$ cat config.mk
export PLATFORM = sky130hd
export DESIGN_NAME = id_stage
export DESIGN_NICKNAME = d
export VERILOG_FILES = /design/src/rtl/id_stage.sv
export SDC_FILE = /design/constraint.sdc
export NUM_CORES = 2
export LEC_CHECK = 0
export ABC_AREA = 1
export CAP_MARGIN = 20
export CORE_ASPECT_RATIO = 1.25
export CORE_UTILIZATION = 30
export CTS_BUF_LIST = sky130_fd_sc_hd__clkbuf_2
export CTS_CLUSTER_DIAMETER = 80
export DETAILED_ROUTE_END_ITERATION = 12
export PLACE_DENSITY = 0.46
export SLEW_MARGIN = 5
export SYNTH_ARGS = -nofsm -noshare
export SYNTH_HDL_FRONTEND = slang
export SYNTH_SLANG_ARGS = --single-unit
export TNS_END_PERCENT = 10
$ cat constraint.sdc
create_clock -name clk -period 5.5 [get_ports clk]
set_input_delay 0.825 -clock clk [delete_from_list [all_inputs] [get_ports clk]]
set_output_delay 0.825 -clock clk [all_outputs]
set_load 0.02 [all_outputs]
$ cat src/rtl/id_stage.sv
// id_stage: instruction-decode stage of the 5-stage LA32R pipeline.
//
// Latches {pc, inst} from fetch and decodes it. Holds the 32x32 register file,
// written by WB and read write-first. Checks RAW hazards against EX/MEM,
// resolves branches and hands the decoded bundle to EX.
//
// Optional feature: define ID_BYPASS_EN to forward EX/MEM results into the
// source operands. In that build only an EX load match stalls.
//
// Ports:
//   clk, resetn        clock; synchronous active-low reset
//   IF_to_ID_valid/bus {pc, inst} from fetch
//   ID_allow_in        ID can take a bundle this cycle
//   ID_to_IF_bus       {br_taken, br_target}
//   EX_allow_in        EX can take a bundle
//   ID_to_EX_valid/bus {pc, alu_op, src1, src2, rkd_value, dest, gr_we, mem_we, res_from_mem}
//   WB_to_ID_bus       {we, waddr, wdata}
//   EX_fwd_bus         {we_valid, dest, is_load, result}
//   MEM_fwd_bus        {we_valid, dest, result}
module id_stage #(
    parameter int unsigned ALU_OP_W = 12
) (
    input  logic                  clk,
    input  logic                  resetn,
    input  logic                  IF_to_ID_valid,
    input  logic [63:0]           IF_to_ID_bus,
    output logic                  ID_allow_in,
    output logic [32:0]           ID_to_IF_bus,
    input  logic                  EX_allow_in,
    output logic                  ID_to_EX_valid,
    output logic [ALU_OP_W+135:0] ID_to_EX_bus,
    input  logic [37:0]           WB_to_ID_bus,
    input  logic [38:0]           EX_fwd_bus,
    input  logic [37:0]           MEM_fwd_bus
);

    logic        id_valid;
    logic        id_ready_go;
    logic        br_taken;
    logic [31:0] br_target;
    logic [31:0] pc;
    logic [31:0] inst;

    // Pipeline register
    always_ff @(posedge clk) begin
        if (!resetn) begin
            id_valid <= 1'b0;
            pc       <= 32'h0;
            inst     <= 32'h0;
        end else begin
            if (ID_allow_in) begin
                id_valid <= IF_to_ID_valid & ~br_taken;
            end
            if (IF_to_ID_valid && ID_allow_in) begin
                pc   <= IF_to_ID_bus[63:32];
                inst <= IF_to_ID_bus[31:0];
            end
        end
    end

    assign ID_allow_in    = ~id_valid | (id_ready_go & EX_allow_in);
    assign ID_to_EX_valid = id_valid & id_ready_go;

    // Decode
    logic [16:0] op17;
    logic [9:0]  op10;
    logic [6:0]  op7;
    logic [5:0]  op6;
    assign op17 = inst[31:15];
    assign op10 = inst[31:22];
    assign op7  = inst[31:25];
    assign op6  = inst[31:26];

    logic i_add, i_sub, i_slt, i_sltu, i_nor, i_and, i_or, i_xor;
    logic i_slli, i_srli, i_srai, i_addi, i_lu12i, i_ld, i_st;
    logic i_jirl, i_b, i_bl, i_beq, i_bne;
    assign i_add   = op17 == 17'h00020;
    assign i_sub   = op17 == 17'h00022;
    assign i_slt   = op17 == 17'h00024;
    assign i_sltu  = op17 == 17'h00025;
    assign i_nor   = op17 == 17'h00028;
    assign i_and   = op17 == 17'h00029;
    assign i_or    = op17 == 17'h0002a;
    assign i_xor   = op17 == 17'h0002b;
    assign i_slli  = op17 == 17'h00081;
    assign i_srli  = op17 == 17'h00089;
    assign i_srai  = op17 == 17'h00091;
    assign i_addi  = op10 == 10'h00a;
    assign i_ld    = op10 == 10'h0a2;
    assign i_st    = op10 == 10'h0a6;
    assign i_lu12i = op7 == 7'h0a;
    assign i_jirl  = op6 == 6'h13;
    assign i_b     = op6 == 6'h14;
    assign i_bl    = op6 == 6'h15;
    assign i_beq   = op6 == 6'h16;
    assign i_bne   = op6 == 6'h17;

    logic is_3r, is_shift, is_imm12, is_itype, link, src2_is_rd, use_rj, use_r2;
    assign is_3r      = i_add | i_sub | i_slt | i_sltu | i_nor | i_and | i_or | i_xor;
    assign is_shift   = i_slli | i_srli | i_srai;
    assign is_imm12   = i_addi | i_ld | i_st;
    assign is_itype   = is_imm12 | is_shift | i_lu12i;
    assign link       = i_bl | i_jirl;
    assign src2_is_rd = i_beq | i_bne | i_st;
    assign use_rj     = is_3r | is_shift | is_imm12 | i_jirl | i_beq | i_bne;
    assign use_r2     = is_3r | i_beq | i_bne | i_st;

    logic [ALU_OP_W-1:0] alu_op;
    assign alu_op = {i_lu12i, i_srai, i_srli, i_slli, i_xor, i_or, i_nor, i_and,
                     i_sltu, i_slt, i_sub, i_add | is_imm12 | link};

    logic [4:0] rj, r2, rd, dest;
    assign rj   = inst[9:5];
    assign rd   = inst[4:0];
    assign r2   = src2_is_rd ? rd : inst[14:10];
    assign dest = i_bl ? 5'd1 : rd;

    logic [31:0] imm, offs16, offs26;
    assign offs16 = {{14{inst[25]}}, inst[25:10], 2'b00};
    assign offs26 = {{4{inst[9]}}, inst[9:0], inst[25:10], 2'b00};
    always_comb begin
        imm = 32'h0;
        if (is_imm12) begin
            imm = {{20{inst[21]}}, inst[21:10]};
        end else if (is_shift) begin
            imm = {27'h0, inst[14:10]};
        end else if (i_lu12i) begin
            imm = {inst[24:5], 12'h0};
        end
    end

    // Register file; r0 is never written and always reads 0
    logic [31:0] rf [32];
    logic        wb_we;
    logic [4:0]  wb_waddr;
    logic [31:0] wb_wdata;
    assign {wb_we, wb_waddr, wb_wdata} = WB_to_ID_bus;

    always_ff @(posedge clk) begin
        if (wb_we && wb_waddr != 5'd0) begin
            rf[wb_waddr] <= wb_wdata;
        end
    end

    // Write-first read, so WB never has to stall ID
    logic [31:0] rf_rj, rf_r2;
    assign rf_rj = (rj == 5'd0) ? 32'h0 :
                   (wb_we && wb_waddr == rj) ? wb_wdata : rf[rj];
    assign rf_r2 = (r2 == 5'd0) ? 32'h0 :
                   (wb_we && wb_waddr == r2) ? wb_wdata : rf[r2];

    // Hazard detection against EX/MEM destinations
    logic       ex_we, ex_is_load, mem_we;
    logic [4:0] ex_dest, mem_dest;
    logic       ex_hit_rj, ex_hit_r2, mem_hit_rj, mem_hit_r2;
    assign ex_we      = EX_fwd_bus[38];
    assign ex_dest    = EX_fwd_bus[37:33];
    assign ex_is_load = EX_fwd_bus[32];
    assign mem_we     = MEM_fwd_bus[37];
    assign mem_dest   = MEM_fwd_bus[36:32];
    assign ex_hit_rj  = use_rj & ex_we & (ex_dest == rj) & (rj != 5'd0);
    assign ex_hit_r2  = use_r2 & ex_we & (ex_dest == r2) & (r2 != 5'd0);
    assign mem_hit_rj = use_rj & mem_we & (mem_dest == rj) & (rj != 5'd0);
    assign mem_hit_r2 = use_r2 & mem_we & (mem_dest == r2) & (r2 != 5'd0);

    logic [31:0] rj_val, r2_val;
`ifdef ID_BYPASS_EN
    // EX is younger than MEM, so its result wins
    assign rj_val = ex_hit_rj ? EX_fwd_bus[31:0] : mem_hit_rj ? MEM_fwd_bus[31:0] : rf_rj;
    assign r2_val = ex_hit_r2 ? EX_fwd_bus[31:0] : mem_hit_r2 ? MEM_fwd_bus[31:0] : rf_r2;
    assign id_ready_go = ~(ex_is_load & (ex_hit_rj | ex_hit_r2));
`else
    logic unused_fwd;
    assign unused_fwd  = ^{ex_is_load, EX_fwd_bus[31:0], MEM_fwd_bus[31:0]};
    assign rj_val      = rf_rj;
    assign r2_val      = rf_r2;
    assign id_ready_go = ~(ex_hit_rj | ex_hit_r2 | mem_hit_rj | mem_hit_r2);
`endif

    // Operands
    logic [31:0] src1, src2;
    assign src1 = link ? pc : rj_val;
    assign src2 = link ? 32'd4 : is_itype ? imm : r2_val;

    logic gr_we;
    assign gr_we = is_3r | is_shift | i_addi | i_ld | i_lu12i | i_jirl | i_bl;

    assign ID_to_EX_bus = {pc, alu_op, src1, src2, r2_val, dest, gr_we, i_st, i_ld};

    // Branch resolution; only fires on the cycle the bundle moves to EX
    logic taken;
    assign taken     = i_b | i_bl | i_jirl | (i_beq & (rj_val == r2_val)) |
                       (i_bne & (rj_val != r2_val));
    assign br_taken  = id_valid & id_ready_go & EX_allow_in & taken;
    assign br_target = !br_taken ? 32'h0 :
                       i_jirl ? rj_val + offs16 :
                       pc + ((i_b | i_bl) ? offs26 : offs16);

    assign ID_to_IF_bus = {br_taken, br_target};

endmodule

==> impl_metrics.yaml <==
die:
  start_util_pct: 30.2
  io_pins: 366
  row_count: 184
  die_area_mm2: 0.205
  core-area_mm2: 0.201
  die_x_um: 405
  die_h_um: 506
worst_setup_path:
  critPathMaxFanout: 8
  cp_slowest_cell: "dfxtp_4"
  endpoint_kind: "primary output"
  path_class: "register to primary output"
  critPathMaxStageDelay_ps: 420
  cp.arrival_ps: 6310
  cp-start-kind: "register"
  crit_path_frequent_cell: "o21ai_2"
  critPathRequiredTime_ps: 4680
final_layout:
  drive_above_1_share_pct: 22.0
  layout_commonest_cell: "nand2_1"
  area_delta_synth_final_pct: 31.6
  layout_common_cells: "nand2_1 (1,542), nand3_1 (1,110), edfxtp_1 (1,024)"
  nNetsFinal: 8524
  fin_cells: 11200
  fill_cells: 20400
power_and_ir_drop:
  irDropWorstVdd_v: 0.000208
  p_leak_nw: 33.1
  powerDensity_mw_per_mm2: 279
drt:
  vias: 59900
  totalWireLength_mm: 303
  route.detailed.drc: 0
  drt_iter0_markers: 6596
  wl_per_cell_um: 27.1
  dr.pass1.iters: 6
  ant_nets: 0
  viasPerCell: 5.36
sta:
  finalHoldViolCount: 0
  fin_hold_ws_ps: 191
  rsz0062_at_grt: "true"
  slew_viol_final: 0
  fin_setup_tns_ps: -72530
  period_share_pct: 130
  worstMarginPinSlew_ps: 1300
  fin_ws_ps: -1640
  clock.fmax_mhz: 140
  period_minus_slack_ps: 7140
  relSlewSlack_pct: 13.1
  clock_skew_ps: 225
  setup-violations-final: 103
global_routing:
  grt_overflow_total: 0
  grt_pass1_vias: 58200
  grt_max_degree: 94
  grt_pass1_wl_mm: 423
  global_route.usage.total_pct: 28.9
  antenna_found_initial: 14
synthesis:
  synth_cells: 7022
  synth_area_per_cell_um2: 8.67
  synth_edf_count: 1024
  seq_area_frac_synth_pct: 52.8
  syn-cell-area_mm2: 0.0609
  ys_seq_elements: 1094
  synthFlopType: "edfxtp_1"
  synth.distinct_cells: 53
  synth-warning-count: 0
  synthArstFlopShare_pct: 0
cts:
  cts_tree: "done"
  cts_made_buffers: 305
  h-tree-depth: 5
  path_clk_slew_ps: 120
  clock_latency_ps: 1850
  cts_buffer_depth: 4
  clock_sinks: 1094
  root_buffer: "clkbuf_2"
placement:
  dp.cells: 10500
  dp_hpwl_mm: 195
  numPortBuffers: 300
  gp_congestion: 0.973
worst_hold_path:
  hp-class: "input pin to register"
status:
  outcome: "finished with violations"
  failed_checks: "negative setup slack"
run:
  maxCapViolCount: 0
-- power by group --
group	switching, mW	internal (mW)
sequential	0.115	9.24
combinational	4.20	2.74
clock	3.73	2.32
total	8.04	14.3
-- kinds of logic (layout without fill, tap and decap cells) --
family | Yosys count | after routing | share of synthesized area (%)
and+or+nand+nor | 3215 | 3217 | 22.5
AOI/OAI and AO/OA | 1277 | 1277 | 12.0
buffers and inverters | 1171 | 2594 | 8.02
DFF | 1094 | 1094 | 52.8
muxes | 178 | 178 | 2.93
adders and majority gates | 60 | 60 | 1.26
xor gates and xnor gates | 26 | 26 | 0.374
other | 1 | 42 | 0.00616
-- final timing paths --
check	startpoint	endpoint	slack, ps	depth (start not counted)
setup reg to reg	inst[29]	register	930	22
hold reg to reg	inst[22]	inst[22]	470	2
hold / removal	WB_to_ID_bus[28]	rf[18][28]	190	2
setup / recovery	register	ID_to_IF_bus[28]	-1640	32
-- routing by layer --
layer	track usage [%]	part of all wire, %	vias up
met5	0	0.046	-
met4	16.7	6.4	14
met3	5.52	8.5	732
met2	47.1	46	3128
met1	35.4	39	29100
li1	-	-	27000
-- flip-flops by register name (all words and copies together) (netlist names), named ones only --
name	cells
inst	32
rf	1024
id_valid	1
pc	32
-- metrics by stage --
stage	area, µm²	setup slack, ps	utilization (%)	power [mW]
2_1_floorplan	61000	-5.69	-	12.3
3_3_place_gp	73800	-2010	36.7	15.9
3_5_place_dp	73900	-1970	36.7	15.9
4_1_cts	79200	-1870	39.4	22.3
5_1_grt	80100	-1930	39.8	23.3
6_report	80100	-1640	39.8	22.3
-- synth_stat cells, types with 6 or more instances --
| master | n | area, µm² |
|---|---|---|
| o21a_1 | 6 | 45.0 |
| nor4_1 | 7 | 43.8 |
| buf_1 | 36 | 135 |
| nand3_1 | 1157 | 5790 |
| o21ai_1 | 9 | 45.0 |
| inv_1 | 652 | 2450 |
| nand2_1 | 1586 | 5950 |
| a21oi_1 | 464 | 2320 |
| a31oi_1 | 7 | 43.8 |
| o211ai_1 | 281 | 2110 |
| o21ai_0 | 440 | 2200 |
| a211oi_1 | 22 | 165 |
| mux2i_1 | 178 | 1780 |
| edfxtp_1 | 1024 | 30700 |
| xnor2_1 | 12 | 105 |
| a221oi_1 | 8 | 70.1 |
| buf_6 | 6 | 67.6 |
| clkbuf_1 | 208 | 781 |
| dfxtp_1 | 70 | 1400 |
| nor2_1 | 390 | 1460 |
| nor3_1 | 28 | 140 |
| buf_4 | 51 | 383 |
| inv_2 | 15 | 56.3 |
| xor2_1 | 14 | 123 |
| a21oi_2 | 7 | 61.3 |
| buf_2 | 199 | 996 |
| or2_2 | 7 | 43.8 |
| o22ai_1 | 7 | 43.8 |
| nand4_1 | 18 | 113 |
| ha_1 | 58 | 726 |
| nand2_2 | 7 | 43.8 |
-- area by class of cell --
class | instances | area [µm²] | share of cell area, %
Sequential cell | 1094 | 32200 | 40.2
Multi-Input combinational cell | 4790 | 25200 | 31.5
Timing Repair Buffer | 1419 | 14200 | 17.7
Tap cell | 2697 | 3370 | 4.21
Inverter | 671 | 2550 | 3.18
Clock buffer | 419 | 2100 | 2.62
Clock inverter | 85 | 497 | 0.620
Antenna cell | 10 | 25.0 | 0.0312
-- timing repair --
item	4_1_cts	5_1_grt
pin swaps	56	54
gates resized for setup	300	512
endpoints found under the hold margin	709	0
hold buffers	123	0
setup endpoints to repair	133	133
gates cloned	14	3
buffers inserted	62	20
-- worst max-delay path, delay by kind of cell (launching register included) --
| kind | cells | cell delay [ps] |
|---|---|---|
| simple gates | 9 | 850 |
| compound gates | 13 | 1660 |
| fa+ha+maj | 1 | 360 |
| buf+inv | 8 | 960 |
| mux | 1 | 210 |
| flops | 1 | 420 |
Note: power is estimated with default switching activity, not from simulation.
